$ cat config.mk
export PLATFORM = sky130hd
export DESIGN_NAME = serial_adder
export DESIGN_NICKNAME = d
export VERILOG_FILES = /design/src/rtl/serial_adder_pkg.sv /design/src/rtl/serial_adder_bit_full_adder.sv /design/src/rtl/serial_adder.sv
export SDC_FILE = /design/constraint.sdc
export NUM_CORES = 1
export LEC_CHECK = 0
export ABC_CLOCK_PERIOD_IN_PS = 1140
export CAP_MARGIN = 10
export CORE_MARGIN = 1
export CORE_UTILIZATION = 46
export CTS_BUF_LIST = sky130_fd_sc_hd__clkbuf_4
export DETAILED_ROUTE_END_ITERATION = 16
export GPL_ROUTABILITY_DRIVEN = 0
export GPL_TIMING_DRIVEN = 0
export PLACE_DENSITY = 0.83
export SETUP_SLACK_MARGIN = 0.5
export SYNTH_ARGS = -nofsm -noshare
export SYNTH_HDL_FRONTEND = slang
export SYNTH_SLANG_ARGS = --single-unit
$ cat constraint.sdc
create_clock -name clk -period 1.14 [get_ports clk]
set_input_delay 0.114 -clock clk [delete_from_list [all_inputs] [get_ports clk]]
set_output_delay 0.114 -clock clk [all_outputs]
set_load 0.01 [all_outputs]
$ cat src/rtl/serial_adder_pkg.sv
// rtl/serial_adder_pkg.sv - shared state encoding for the bit-serial adder
package serial_adder_pkg;

   localparam int STATE_W = 2;

   typedef enum logic [STATE_W-1:0] {
      ST_IDLE = 2'd0,
      ST_RUN  = 2'd1,
      ST_DONE = 2'd2
   } state_t;

endpackage

$ cat src/rtl/serial_adder_bit_full_adder.sv
// rtl/serial_adder_bit_full_adder.sv - 1-bit full adder cell (module bit_full_adder)
// Two half-adder stages whose carries are ORed.
module bit_full_adder (
   input  logic a,
   input  logic b,
   input  logic ci,
   output logic s,
   output logic co
);

   logic hs1;
   logic hc1;
   logic hc2;

   assign hs1 = a ^ b;
   assign hc1 = a & b;
   assign s   = hs1 ^ ci;
   assign hc2 = hs1 & ci;
   assign co  = hc1 | hc2;

endmodule

$ cat src/rtl/serial_adder.sv
// rtl/serial_adder.sv - bit-serial WIDTH-bit adder, LSB first, one bit per clock
// Optional subtract mode under macro SERIAL_ADDER_SUB_EN (adds port sub).
module serial_adder
   import serial_adder_pkg::*;
#(
   parameter int WIDTH = 8
) (
   input  logic             clk,
   input  logic             rst_n,
   input  logic             start,
   input  logic [WIDTH-1:0] A,
   input  logic [WIDTH-1:0] B,
`ifdef SERIAL_ADDER_SUB_EN
   input  logic             sub,
`endif
   output logic             busy,
   output logic             done,
   output logic [WIDTH-1:0] sum,
   output logic             cy
);

   localparam int CNT_W = $clog2(WIDTH + 1);

   state_t           state;
   state_t           state_nx;
   logic [WIDTH-1:0] a_sr;
   logic [WIDTH-1:0] b_sr;
   logic             carry;
   logic [CNT_W-1:0] cnt;
   logic             bit_s;
   logic             bit_co;
   logic             load;
   logic             last_bit;
   logic [WIDTH-1:0] b_load;
   logic             c_init;

`ifdef SERIAL_ADDER_SUB_EN
   // A - B as A + ~B + 1; the final carry then means "no borrow".
   assign b_load = sub ? ~B : B;
   assign c_init = sub;
`else
   assign b_load = B;
   assign c_init = 1'b0;
`endif

   bit_full_adder u_fa (
      .a  (a_sr[0]),
      .b  (b_sr[0]),
      .ci (carry),
      .s  (bit_s),
      .co (bit_co)
   );

   assign last_bit = (cnt == CNT_W'(WIDTH - 1));
   assign cy       = carry;

   always_ff @(posedge clk or negedge rst_n) begin
      if (!rst_n) begin
         state <= ST_IDLE;
      end else begin
         state <= state_nx;
      end
   end

   always_comb begin
      state_nx = state;
      load     = 1'b0;
      busy     = 1'b0;
      done     = 1'b0;
      case (state)
         ST_IDLE: begin
            if (start) begin
               load     = 1'b1;
               state_nx = ST_RUN;
            end
         end
         ST_RUN: begin
            busy = 1'b1;
            if (last_bit) begin
               state_nx = ST_DONE;
            end
         end
         ST_DONE: begin
            done = 1'b1;
            // Back-to-back request skips IDLE entirely.
            if (start) begin
               load     = 1'b1;
               state_nx = ST_RUN;
            end else begin
               state_nx = ST_IDLE;
            end
         end
         default: state_nx = ST_IDLE;
      endcase
   end

   always_ff @(posedge clk or negedge rst_n) begin
      if (!rst_n) begin
         a_sr  <= '0;
         b_sr  <= '0;
         carry <= 1'b0;
         cnt   <= '0;
         sum   <= '0;
      end else if (load) begin
         a_sr  <= A;
         b_sr  <= b_load;
         carry <= c_init;
         cnt   <= '0;
      end else if (state == ST_RUN) begin
         a_sr  <= a_sr >> 1;
         b_sr  <= b_sr >> 1;
         carry <= bit_co;
         // After WIDTH shifts the first (LSB) result bit reaches sum[0].
         sum   <= {bit_s, sum[WIDTH-1:1]};
         cnt   <= cnt + CNT_W'(1);
      end
   end

endmodule

; ---- Word-level counts from Yosys, hierarchy flattened
; Index checks and enable logic that the tools add are counted.
[word_totals]
ff_bits = 31
latch_bits = 0
mem_bits_rw = 0
mem_bits_ro = 0
output_inout_bits = 11
n_memories = 0
[classes]
n_addsub = 1
mul = 0
div_mod_pow = 0
n_lt_le_gt_ge = 0
n_eq_ne = 5
shift = 0
mux = 16
bitwise = 6
n_reduce_logical = 5
[op_table]
columns = op, count
row1 = 8-bit two-way mux, 4
row2 = 4-bit two-way mux, 2
row3 = 1-bit two-way mux, 7
row4 = 2-bit one-hot mux with 3 select lines, 1
row5 = 4-bit by 1-bit adder with 4-bit output (second input constant), 1
row6 = 4-bit by 3-bit == test with 1-bit output (second input constant), 1
row7 = 2-bit two-way mux, 2
row8 = 2-bit inequality test (second input constant), 2
row9 = 2-bit AND reduction, 2
row10 = 1-bit AND, 2
row11 = 2-bit by 1-bit == test with 1-bit output (second input constant), 1
row12 = 2-bit == test (second input constant), 1
row13 = 2-bit zero test, 1
row14 = 2-bit nonzero test, 1
row15 = 2-bit OR reduction, 1
row16 = 1-bit XOR, 2
row17 = 1-bit inverter, 1
row18 = 1-bit bitwise OR, 1

; ---- Logic depth before layout (Yosys ltp)
; Gate-level depths: netlist of the first run.
[logic_depth]
word_depth = 5
ltp_mapped = 7
depth_no_buf = 4

; ---- Cells and area by module
; From an unflattened synthesis of the first run, not the netlist that was laid out.
[hier_totals]
cells_unflattened = 146
area_unflattened_um2 = 1386.3
[modules_own_cells]
columns = mod, instances, cells_per_inst, area_each_um2, seq_area_each_um2
row1 = serial_adder, 1, 145, 1366.3, 775.7
row2 = bit_full_adder, 1, 1, 20.0, 0.0

; ---- Least setup slack after synthesis of the first run
; Ideal clock, no wire load.
[synth_path]
kind = reg-to-reg
from = register state[1]
to = register a_sr[0]
setup_time_ns = 0.126
arrival_ns = 1.075
required_time_ns = 1.014
setup_slack_ns = -0.061
path_stages_with_launch = 7
synth_period_minus_slack_ns = 1.201
path_cell_list = dfrtp_1 > nand2b_1 > buf_6 > inv_4 > buf_6 > nor3_1 > a221o_1
[synth_via]
elab_chain_cells = 4
word_cells_on_any_way = 7
classes_between = 2 x eq/ne / 2 x mux / 3 x reduce/logical
[synth_rtl]
columns = item, line
row1 = from (decl), serial_adder.sv:24  ; state_t state;
row2 = from (signal assigned), serial_adder.sv:61  ; state <= state_nx;
row3 = 2-bit == test / 2-bit zero test (equally long branches), serial_adder.sv:70  ; case (state)
row4 = 2-bit OR reduction (no line), --
row5 = 1-bit two-way mux, --
row6 = 8-bit two-way mux / 2-bit nonzero test (equally long branches), --
row7 = to (signal assigned), serial_adder.sv:110  ; a_sr <= a_sr >> 1;
row8 = to (decl), serial_adder.sv:26  ; logic [WIDTH-1:0] a_sr;
; Several ways; a longest one is shown, not always the timed one.
; A chain may end at the register's enable or synchronous reset.

; ---- Final worst setup path of the first run
[layout_path]
from = register state[1]
to = output port busy
[layout_via]
elab_chain_cells = 2
[layout_rtl]
columns = item, line
row1 = 2-bit by 1-bit == test with 1-bit output, serial_adder.sv:70
row2 = 1-bit two-way mux, serial_adder.sv:70
row3 = to (decl), serial_adder.sv:16  ; output logic busy,
; Every way passes these cells.

==> results.py, run 1 <==
metrics = {
    "route": {
        "avgViaCountPerCell": 5.32,
        "wirelength_mm": 3.70,
        "drt-pass1-iter-count": 4,
        "drc": 0,
        "wire_per_inst_um": 15.3,
        "vias": 1288,
        "drt_iter0_drc": 65,
        "ant_nets": 0,
    },
    "placement": {
        "hpwlAfterDp_mm": 2.26,
        "io_buffers": 29,
        "dp.cells": 211,
    },
    "clocking": {
        "cts.path.max_buffers": 2,
        "cts-root-buf": "clkbuf_4",
        "clkTransAtPathRegs_ps": 90,
        "cts-buffers-inserted": 5,
        "insertion_delay_ps": 340,
        "tritoncts": "yes",
        "cts.sinks": 31,
        "h-tree-depth": 2,
    },
    "synth": {
        "ys_seq_area_share_pct": 56.9,
        "synthDistinctLibCells": 26,
        "synth_seq_cells": 31,
        "avgSynthCellArea_um2": 9.08,
        "synth_top_area_share_pct": 56.9,
        "synth_top_cell_by_area": "dfrtp_1",
        "yosysMostFrequentCell": "nand2_1",
        "syn_nets": 171,
        "async_reset_ff_share_pct": 100,
        "synth_edf_count": 0,
        "synthesis.instances": 150,
        "ys_top_cells_by_count": "nand2_1, dfrtp_1, nor2_1",
        "yosys-top-cells-area": "dfrtp_1, nand2_1, a31oi_1",
        "ys_warn_count": 0,
        "synth.cell_area_um2": 1360,
        "synth_ff_type": "dfrtp_1",
    },
    "status": {
        "status": "finished with violations",
        "violations": "negative hold slack, negative setup slack",
    },
    "timing": {
        "grt_setup_unrepaired": "true",
        "holdWs_ps": -69.9,
        "slew_headroom_pct": 52.9,
        "fin_crit_ps": 1400,
        "fin_crit_sh_pct": 123,
        "hold_violations": 13,
        "fin_ws_ps": -260,
        "fin_skew_ps": 5.15,
        "tightest_slew_ps": 706,
        "setup_violations": 31,
        "drv_slew": 0,
        "timing.fmax_mhz": 714,
    },
    "global_route": {
        "grt_most_used_layer": "met2",
        "grt_pass1_wl_mm": 6.07,
        "gr-usage-met1_pct": 31.3,
        "grt_use_met3_pct": 9.22,
        "grt_usage_pct": 25.5,
        "grt_max_degree": 19,
        "grt.overflow.total": 0,
        "met2_usage_pct": 42.2,
        "antenna_found_initial": 0,
        "grt_pass1_vias": 1298,
    },
    "setup_path": {
        "worstSetupStartpointType": "flop",
        "arrival_ps": 1290,
        "setup.worst_path.end_class": "primary output",
        "worstSetupPathType": "flop to primary output",
        "crit_required_ps": 1030,
        "path_max_fanout": 2,
    },
    "final_layout": {
        "synthToLayoutAreaGrowth_pct": 51.7,
        "finalNetCount": 231,
        "final_cells": 242,
        "drive_above_1_share_pct": 33.6,
        "n_antenna_cell": 0,
        "utilization_pct": 74.3,
    },
    "die": {
        "die_x_um": 56.4,
        "die_h_um": 56.4,
        "core.rowCount": 19,
        "start_util_pct": 49.0,
        "core_um2": 2780,
        "pin_count": 30,
        "die-area_um2": 3180,
    },
    "worst_hold_path": {
        "hp-class": "input pin to asynchronous set/reset pin",
    },
    "run": {
        "cap_viol_max_count": 0,
    },
    "power_and_ir_drop": {
        "powerDensity_nw_per_um2": 2770,
        "ir_drop_mv": 2.07,
        "p_leak_nw": 1.02,
        "p_total_mw": 5.73,
    },
}
-- per-layer routing --
metal	share of wire (%)	up-vias
li1	-	608
met1	42	628
met2	50	44
met3	6.3	8
met4	1.6	0
met5	0	-
-- cell usage in the layout (no fill, tap or decap), drive strengths merged, types with 3 or more instances in the layout --
cell	synthesis	routed
nand2	55	55
buf	8	42
dfrtp	31	31
clkdlybuf4s50	0	17
nor2	15	15
a31oi	12	12
clkbuf	2	10
inv	4	4
nor3	3	3
o21ai	3	3
-- sequential cells by signal (all words and copies together), names as in the netlist --
signal / flops
a_sr: 8
b_sr: 8
cnt: 4
cy: 1
state: 2
sum: 8
-- kinds of logic (layout without fill, tap and decap cells) --
group / after synthesis / count (layout) / synth area share [%]
and+or+nand+nor: 81 / 81 / 24.1
DFF: 31 / 31 / 56.9
AOI/OAI and AO/OA: 19 / 19 / 8.54
buffers and inverters: 14 / 75 / 6.06
adders and majority gates: 2 / 2 / 2.39
xor gates and xnor gates: 2 / 2 / 1.29
muxes: 1 / 1 / 0.735
-- metrics by stage --
stage	setup WS, ps	setup TNS (ps)	instance area [µm²]	hold WS [ps]
6_report	-260	-3760	2070	-69.9
2_1_floorplan	-34.2	-34.2	1380	-182
5_1_grt	-322	-5540	2070	-44.9
3_3_place_gp	-536	-18420	1710	463
3_5_place_dp	-521	-2840	1740	485
4_1_cts	-279	-3070	1940	-42.8
-- report_power, final --
group          switching [mW]  internal [mW]  leakage, nW  total [mW]
clock                   0.373          0.287       0.0361       0.660
sequential              0.322           1.60        0.387        1.93
combinational            1.49           1.65        0.594        3.14
-- critical path, cell delays in order (launching register included) --
cell      delay (ps)
dfrtp_1          390
nand2b_4         140
buf_6            110
inv_4             50
buf_8             90
buf_8             90
buf_6             90
-- cell type report --
cell class	instances	area, µm²
Buffer	10	129
Clock buffer	7	52.6
Fill cell	194	714
Sequential cell	31	776
Clock inverter	1	5.00
Multi-Input combinational cell	105	573
Timing Repair Buffer	53	475
Inverter	4	17.5
Tap cell	31	38.8
-- worst paths after layout --
path,startpoint,to,slack (ps),depth (start not counted)
worst max-delay path,state[1]$_DFFE_PN0P_,busy,-260,6
worst min-delay path,rst_n,b_sr[1]$_DFFE_PN0P_,-70,1
worst max register to register,state[1]$_DFFE_PN0P_,a_sr[0]$_DFFE_PN0P_,-230,7
worst min register to register,cnt[3]$_DFFE_PN0P_,state[1]$_DFFE_PN0P_,540,1
max in group asynchronous,rst_n,sum[7]$_DFFE_PN0P_,680,2
min in group clk,B[7],b_sr[7]$_DFFE_PN0P_,320,3
-- what timing repair did --
action,4_1_cts,5_1_grt
gates resized for setup,71,15
gates cloned,2,1
setup endpoints to repair,73,42
buffers inserted,13,7
pin swaps,5,3
hold endpoints to repair,13,13
(Power assumes the default switching activity.)
==> run 2, diff against run 1 <==
CELL_PAD_IN_SITES_DETAIL_PLACEMENT = 0   (was unset)
CELL_PAD_IN_SITES_GLOBAL_PLACEMENT = 2   (was unset)
CORE_UTILIZATION = 28   (was 46)
==> results.py, run 2 (same netlist as run 1, synthesis figures left out) <==
metrics = {
    "final_layout": {
        "ff_latch_area_um2": 776,
        "fillers": 454,
        "multi_input_area_um2": 654,
        "mostFrequentLayoutCell": "nand2_1",
        "finalNetCount": 228,
        "reg_top3": "a_sr x8, b_sr x8, sum x8",
        "drive_above_1_share_pct": 42.3,
        "layout.cells.most_common_list": "nand2_1, dfrtp_1, nand2_2",
        "synthToLayoutAreaGrowth_pct": 60.1,
        "n_antenna_cell": 0,
        "final_area_um2": 2180,
    },
    "setup_path": {
        "crit_path_top_delay_cell": "dfrtp_1",
        "crit_path_frequent_cell": "buf_8",
        "crit_chain": "nand2b_4 > buf_8 > inv_4 > buf_8 > buf_8 > buf_6",
        "setup.worst_path.end_class": "primary output",
        "path_max_fanout": 3,
        "worstSetupPathType": "flop to primary output",
        "worstSetupStartpointType": "flop",
        "max_stage_delay_ps": 390,
        "crit_required_ps": 1030,
        "arrival_ps": 1310,
    },
    "placement": {
        "io_buffers": 29,
        "pre_cts_ws_ps": -539,
        "hpwlAfterDp_mm": 2.34,
        "place_area_um2": 1770,
    },
    "clocking": {
        "insertion_delay_ps": 340,
        "clkTransAtPathRegs_ps": 100,
        "tritoncts": "yes",
        "h-tree-depth": 2,
        "cts-buffers-inserted": 5,
        "cts-root-buf": "clkbuf_4",
        "cts.path.max_buffers": 2,
        "cts.sinks": 31,
    },
    "route": {
        "drt_iter0_drc": 61,
        "m1WireLength_mm": 1.77,
        "wirelength_mm": 3.84,
        "drt-pass1-iter-count": 4,
        "wl_met2_mm": 1.84,
        "wire_per_inst_um": 14.7,
        "top_layer": "met4",
        "vias": 1249,
        "drc": 0,
        "avgViaCountPerCell": 4.77,
        "wl_met3_um": 189,
        "ant_nets": 0,
    },
    "status": {
        "status": "finished with violations",
        "violations": "negative hold slack, negative setup slack",
    },
    "global_route": {
        "grt_pass1_vias": 1257,
        "grt_max_degree": 18,
        "grt_usage_pct": 16.2,
        "grt_pass1_wl_mm": 6.33,
        "grt.overflow.total": 0,
        "antenna_found_initial": 0,
    },
    "power_and_ir_drop": {
        "pwr-share-comb_pct": 56.7,
        "p_int_mw": 3.68,
        "ir_drop_mv": 1.02,
        "powerDensity_nw_per_um2": 2760,
        "seqPwrFrac_pct": 32.5,
        "p_switching_mw": 2.35,
        "swShare_pct": 39.0,
        "p_leak_nw": 1.05,
        "p_total_mw": 6.03,
        "clockPowerShare_pct": 10.8,
    },
    "die": {
        "pin_count": 30,
        "die_h_um": 71.8,
        "start_util_pct": 29.0,
        "die-area_um2": 5150,
        "die_x_um": 71.8,
        "core.rowCount": 25,
        "core_um2": 4690,
    },
    "timing": {
        "holdWs_ps": -63.3,
        "fin_crit_sh_pct": 125,
        "hold_violations": 14,
        "drv_slew": 0,
        "setup_tns_ps": -4140,
        "timing.fmax_mhz": 702,
        "fin_skew_ps": 14.1,
        "grt_setup_unrepaired": "true",
        "tightest_slew_ps": 809,
        "setup_violations": 32,
        "slew_headroom_pct": 46.1,
        "fin_crit_ps": 1420,
        "fin_ws_ps": -284,
    },
    "worst_hold_path": {
        "hp-class": "input pin to asynchronous set/reset pin",
    },
    "run": {
        "cap_viol_max_count": 0,
    },
}
[run 2: cell types whose count changed in the layout (fill, tap and decap cells not counted), moves of 3 or more]
cell / change
nor2_2: +3
nand2_1: -14
nand2_2: +11
nor2_1: -3
nand2_4: +3
buf_8: +6
buf_4: -7
[run 2: cell type report]
class,instances,area share (%)
multi-input cells,105,30.0
flip-flops and latches,31,35.6
clock buffers,7,2.41
well taps,54,3.10
inverters,4,0.803
plain buffers,10,6.19
clock inverters,1,0.229
repair buffers,50,21.7
[run 2: power by group through the flow]
stage	clock network (mW)	logic (mW)	registers [mW]
finish	0.654	3.42	1.96
global route	0.739	3.73	2.02
CTS	0.683	2.58	1.92
detailed placement	0	2.18	1.96
global placement	0	2.11	1.93
floorplan	0	1.34	1.95
[run 2: critical path, delay by kind of cell, from the launching register on]
kind                   cells  cell delay [ps]
buffers and inverters      5              440
and+or+nand+nor            1              140
DFF                        1              390
[run 2: repair_timing]
action / CTS / global route
gates resized for setup: 67 / 53
pin swaps: 0 / 33
gates cloned: 1 / 1
setup buffers: 10 / 8
endpoints found under the hold margin: 9 / 14
setup endpoints to repair: 73 / 59
[run 2: path summary, 6_finish.rpt]
check	startpoint	endpoint	slack, ps	cells past startpoint
worst min-delay path	rst_n	b_sr[3]$_DFFE_PN0P_	-60	1
max in group asynchronous	rst_n	sum[2]$_DFFE_PN0P_	640	2
worst max register to register	state[0]$_DFFE_PN0P_	a_sr[0]$_DFFE_PN0P_	-270	6
min in group clk	A[2]	a_sr[2]$_DFFE_PN0P_	340	3
worst min register to register	cnt[3]$_DFFE_PN0P_	state[1]$_DFFE_PN0P_	510	1
worst max-delay path	state[1]$_DFFE_PN0P_	busy	-280	6
[run 2: per-layer routing]
| metal | global-route usage (%) | vias to the layer above |
|---|---|---|
| met5 | 0 | - |
| met4 | 4.58 | 0 |
| met3 | 4.78 | 5 |
| met2 | 27.1 | 27 |
| met1 | 20.4 | 616 |
| li1 | - | 601 |
[run 2: metrics by stage]
step | utilization, % | hold WS, ps | std cells
floorplan | - | -182 | 150
global placement | 37.0 | 464 | 233
detailed placement | 37.6 | 478 | 234
CTS | 41.1 | -11.0 | 253
global route | 46.5 | -19.8 | 262
finish | 46.5 | -63.3 | 262
